$ cat config.mk
export PLATFORM = sky130hd
export DESIGN_NAME = hex_scan_driver
export DESIGN_NICKNAME = d
export VERILOG_FILES = /design/src/rtl/hex_scan_driver.sv
export SDC_FILE = /design/constraint.sdc
export NUM_CORES = 1
export LEC_CHECK = 0
export BUFFER_PORTS_ARGS = -buffer_cell sky130_fd_sc_hd__clkbuf_2
export CAP_MARGIN = 15
export CORE_MARGIN = 2
export CORE_UTILIZATION = 29
export DETAILED_ROUTE_END_ITERATION = 7
export GPL_ROUTABILITY_DRIVEN = 0
export HOLD_SLACK_MARGIN = 0.05
export SLEW_MARGIN = 20
export SYNTH_ARGS = -nofsm -noshare
export SYNTH_HDL_FRONTEND = slang
export SYNTH_SLANG_ARGS = --single-unit
$ cat constraint.sdc
create_clock -name CLK -period 7.53 [get_ports CLK]
set_clock_uncertainty 0.15 [all_clocks]
set_input_delay 1.506 -clock CLK [delete_from_list [all_inputs] [get_ports CLK]]
set_output_delay 1.506 -clock CLK [all_outputs]
set_load 0.05 [all_outputs]
$ cat src/rtl/hex_scan_driver.sv
// Multiplexed hex display scanner: steps through DIGITS digit slots, decodes a
// frame-stable shadow of the input value, and PWM-gates the digit anodes.
module hex_scan_driver #(
    parameter int DIGITS      = 4,
    parameter int REFRESH_DIV = 1000,
    parameter int BRIGHT_W    = 4
) (
    input  logic                  CLK,
    input  logic                  RST_N,
    input  logic [4*DIGITS-1:0]   data,
    input  logic [DIGITS-1:0]     dp,
    input  logic                  blank_lz,
    input  logic [BRIGHT_W-1:0]   brightness,
    output logic [DIGITS-1:0]     anodes,
    output logic [6:0]            segments,
    output logic                  dp_out,
    output logic                  frame
);

    localparam int PW = $clog2(REFRESH_DIV);
    localparam int IW = (DIGITS > 1) ? $clog2(DIGITS) : 1;
    localparam logic [PW-1:0] PRESC_TC = PW'(REFRESH_DIV - 1);
    localparam logic [IW-1:0] IDX_LAST = IW'(DIGITS - 1);

    logic [PW-1:0]       presc;
    logic [IW-1:0]       idx;
    logic [BRIGHT_W-1:0] pwm_cnt;
    logic [4*DIGITS-1:0] shadow_data;
    logic [DIGITS-1:0]   shadow_dp;

    logic                tc;
    logic                wrap;
    logic                enable;
    logic [3:0]          nib;
    logic                dig_dp;
    logic                blank_hit;
    logic                all_zero;
    logic [DIGITS-1:0]   onehot;

    function automatic logic [6:0] hex7(input logic [3:0] v);
        case (v)
            4'h0: hex7 = 7'h7E;
            4'h1: hex7 = 7'h30;
            4'h2: hex7 = 7'h6D;
            4'h3: hex7 = 7'h79;
            4'h4: hex7 = 7'h33;
            4'h5: hex7 = 7'h5B;
            4'h6: hex7 = 7'h5F;
            4'h7: hex7 = 7'h70;
            4'h8: hex7 = 7'h7F;
            4'h9: hex7 = 7'h7B;
            4'hA: hex7 = 7'h77;
            4'hB: hex7 = 7'h1F;
            4'hC: hex7 = 7'h4E;
            4'hD: hex7 = 7'h3D;
            4'hE: hex7 = 7'h4F;
            4'hF: hex7 = 7'h47;
            default: hex7 = 7'h00;
        endcase
    endfunction

    assign tc     = (presc == PRESC_TC);
    assign wrap   = tc && (idx == IDX_LAST);
    assign enable = (pwm_cnt < brightness) || (&brightness);

    // Walk from the top digit down so all_zero means "this nibble and every one above it is zero".
    always_comb begin
        nib       = 4'h0;
        dig_dp    = 1'b0;
        blank_hit = 1'b0;
        all_zero  = 1'b1;
        onehot    = '0;
        for (int i = DIGITS - 1; i >= 0; i--) begin
            all_zero = all_zero && (shadow_data[4*i +: 4] == 4'h0);
            onehot[i] = (idx == IW'(i));
            if (idx == IW'(i)) begin
                nib       = shadow_data[4*i +: 4];
                dig_dp    = shadow_dp[i];
                blank_hit = all_zero && (i != 0);
            end
        end
    end

    always_ff @(posedge CLK or negedge RST_N) begin
        if (!RST_N) begin
            presc       <= '0;
            idx         <= '0;
            pwm_cnt     <= '0;
            shadow_data <= '0;
            shadow_dp   <= '0;
            anodes      <= '0;
            segments    <= '0;
            dp_out      <= 1'b0;
            frame       <= 1'b0;
        end else begin
            presc   <= tc ? '0 : presc + PW'(1);
            pwm_cnt <= pwm_cnt + BRIGHT_W'(1);
            if (tc) begin
                idx <= (idx == IDX_LAST) ? '0 : idx + IW'(1);
            end
            // Shadow swaps together with the index returning to 0, so a frame never mixes values.
            if (wrap) begin
                shadow_data <= data;
                shadow_dp   <= dp;
            end
            frame    <= wrap;
            anodes   <= enable ? onehot : '0;
            segments <= (blank_lz && blank_hit) ? 7'h00 : hex7(nib);
            dp_out   <= dig_dp;
        end
    end

endmodule
==> results by group <==
Outcome
  • Status: completed

Yosys
  • Post-synthesis cell type count: 47
  • YS warnings: 0
  • Register area share after synthesis: 49.45%
  • Area contributors post-synth: dfrtp_1 49%, mux2_2 7.7%, ha_1 7.6%
  • Synthesized flop and latch total: 49
  • Cell taking the most area after synthesis: dfrtp_1
  • Average cell area after synthesis: 11.59 um^2
  • Yosys top cell area share: roughly half
  • Post-synth ARST share: 100.0%
  • Post-Syn Instances: 214
  • Main synth FF type: dfrtp_1
  • Cell Area, Synth: ~2500 um^2
  • EDFF count, synth: 0
  • Post-Synthesis Net Count: 256

Floorplan
  • Die width: 96.48 um
  • I/O pin count: 40
  • Die area: 9307 um^2
  • Core Box Area: 8258 um^2
  • Initial Util: 30.03%
  • Num rows: 33
  • Chip Height: 96.48 um

Final layout
  • Fin util: 34.79%
  • Number of antenna diodes: 0
  • Nets: 293
  • P&R area growth vs syn: 15.84%
  • Layout cell share with drive strength beyond 1: 29.76%
  • Final Instance Area: 2873 um^2

Detailed routing
  • DR WL/cell: 12.99 um
  • DRC Markers: 0
  • Post-route ant nets: 0
  • Initial drt markers: 95
  • 1st-pass router iterations: 4
  • WL final: 4639 um
  • DR vias/cell: ~4.7
  • Vias: between 1500 and 2000

Timing
  • Final count of hold timing violations: 0
  • Pins Over Slew Limit: 0
  • RSZ-0062 raised after global routing: no
  • Slew HR: 40.92%
  • Max Clk Rate: roughly 0.36 GHz
  • Worst-Margin Slew: 0.8862 ns
  • Final setup vio count: 0
  • Final Critical Period: 2.772 ns
  • TNS Setup: 0 ns
  • Tcrit/Tclk final: a little under two fifths

Clocking
  • CTS clock-pin slew for the worst setup and hold paths: 0.09 ns
  • Post-cts resize count: 0
  • CTS Sinks: 49
  • CTS tree: done
  • Hold buffer count at cts: 0
  • H-tree levels: 2
  • Root Buffer: clkbuf_8
  • Clock latency at the later pin of the worst-skew pair: about 0.30 ns
  • Post-CTS Setup Bufs: 0
  • CTS Buffer Depth: 2
  • CTS Buf Count: 5

Global route
  • Gr usage total: 10.79%
  • Vias in the first global route: between 1500 and 2000
  • Met1 usage: 14.17%
  • Initial antenna violation count: 0
  • Global Route met3 Usage: ~2.8%
  • First-pass GRT wire length: 7721 um
  • Met2 GRT Util: between 15 and 20%
  • Largest net degree at the start of global routing: 50
  • Top Usage Layer GRT: met2
  • GRT overflow: 0

Hold path
  • Hold Crit Class: flop to flop

Critical path
  • Crit path kind: flop to flop
  • WP data required: approximately 7.6 ns
  • Crit end category: flop
  • Critical Path AT: 2.85 ns
  • CP Max Fanout: 10
  • Element type at the critical path start: flop

Pwr
  • Power Total: about 0.0005 W
  • Areal power density over the cells: 174.0 nW/um^2
  • Leak: ~1.5 nW
  • Peak VDD IR: 67.00 uV

Run
  • Max Cap Viol: 0

Place
  • PortBufs: 39
  • Placed inst area: 2735 um^2
  • Placed wire-length estimate: 3396 um
==> state kept, by name (all words and copies together) (netlist names) <==
| register | cells |
|---|---|
| dp_out | 1 |
| presc | 10 |
| shadow_dp | 4 |
| anodes | 4 |
| segments | 7 |
| frame | 1 |
| idx | 2 |
| shadow_data | 16 |
| pwm_cnt | 4 |
==> critical path, cell delays in order, from the launching register on <==
cell	delay, ns
dfrtp_1	0.42
inv_1	0.11
ha_1	0.42
nor2b_4	0.09
a221o_2	0.37
a22oi_4	0.23
inv_1	0.10
ha_1	0.20
or3_1	0.37
o221a_1	0.13
nor2_1	0.10
==> area by class of cell <==
| type | count | area (um^2) |
|---|---|---|
| clock buffers | 5 | 68.82 |
| repair buffers | 40 | 202.7 |
| inverters | 13 | 48.80 |
| fillers | 817 | 5385 |
| clock inverters | 3 | 68.82 |
| multi-input cells | 142 | 1126 |
| flip-flops and latches | 49 | 1226 |
| well taps | 105 | 131.4 |
==> cells in the mapped netlist, types with 2 or more instances <==
cell      number
dfrtp_1       49
mux2_2        17
ha_1          15
nor2_1        14
inv_1         12
nand3_1       10
nand2_1        9
o21ai_0        9
a21oi_1        8
xnor2_1        5
xor2_1         5
a211oi_1       4
a21boi_0       4
buf_2          4
nor4_1         4
a21o_1         3
buf_6          3
mux2i_1        3
a221o_2        2
a311oi_1       2
and3_1         2
and4b_1        2
nand2b_1       2
nand4_1        2
nor2b_1        2
==> through the flow <==
| step | std cells | setup WS (ns) | hold WS (ns) |
|---|---|---|---|
| floorplan | 214 | 4.861 | 0.2829 |
| global placement | 349 | 4.708 | 0.2970 |
| detailed placement | 349 | 4.674 | 0.3009 |
| CTS | 357 | 4.738 | 0.3143 |
| global route | 357 | 4.448 | 0.3516 |
| finish | 357 | 4.758 | 0.3104 |
==> power by group <==
group / total, W / switching, W / leakage, nW / internal, W
Combinational: 0.0000151 / 0.00000897 / 0.793 / 0.00000614
Sequential: 0.000263 / 0.0000000283 / 0.625 / 0.000263
Clock: 0.000222 / 0.0000880 / 0.0687 / 0.000134
==> per-layer routing <==
metal	share of wire [%]	wire length, um	vias to the layer above
met1	48	2248	816
met2	45	2110	30
met5	0	0	-
met3	4.7	219	4
li1	-	-	830
met4	1.3	60	0
==> placed cells by master, fill, tap and decap left out, types with 2 or more instances in the layout <==
cell type,n
nand2b_1,2
a21oi_1,8
bufinv_16,2
nor2b_1,2
nor4_1,4
inv_1,12
mux2i_1,3
a21boi_0,4
nand3_1,10
o21ai_0,9
a21o_1,3
nand4_1,2
a221o_2,2
dfrtp_1,49
and3_1,2
nor2_1,14
xor2_1,5
a311oi_1,2
a211oi_1,4
clkbuf_8,5
and4b_1,2
xnor2_1,5
ha_1,15
clkbuf_2,39
nand2_1,9
mux2_2,17
==> logic make-up (layout without fill, tap and decap cells) <==
| logic type | Yosys count | count (layout) | share of synthesized area, % |
|---|---|---|---|
| flops | 49 | 49 | 49.45 |
| compound gates | 40 | 40 | 12.16 |
| simple gates | 57 | 57 | 13.22 |
| buf+inv | 23 | 61 | 5.146 |
| xor+xnor | 10 | 10 | 3.532 |
| mux | 20 | 20 | 8.930 |
| fa+ha+maj | 15 | 15 | 7.568 |
==> final timing paths <==
kind / startpoint / end / slack, ns / cells past startpoint
setup / recovery: idx[0] / segments[6] / 4.76 / 10
hold / removal: presc[0] / presc[0] / 0.31 / 1
min in group asynchronous: RST_N / pwm_cnt[2] / 1.14 / 2
setup reg to reg: idx[0] / segments[6] / 4.76 / 10
hold reg to reg: presc[0] / presc[0] / 0.31 / 1
max in group asynchronous: RST_N / shadow_data[7] / 5.67 / 2
Power figures use the tool's default switching activity.
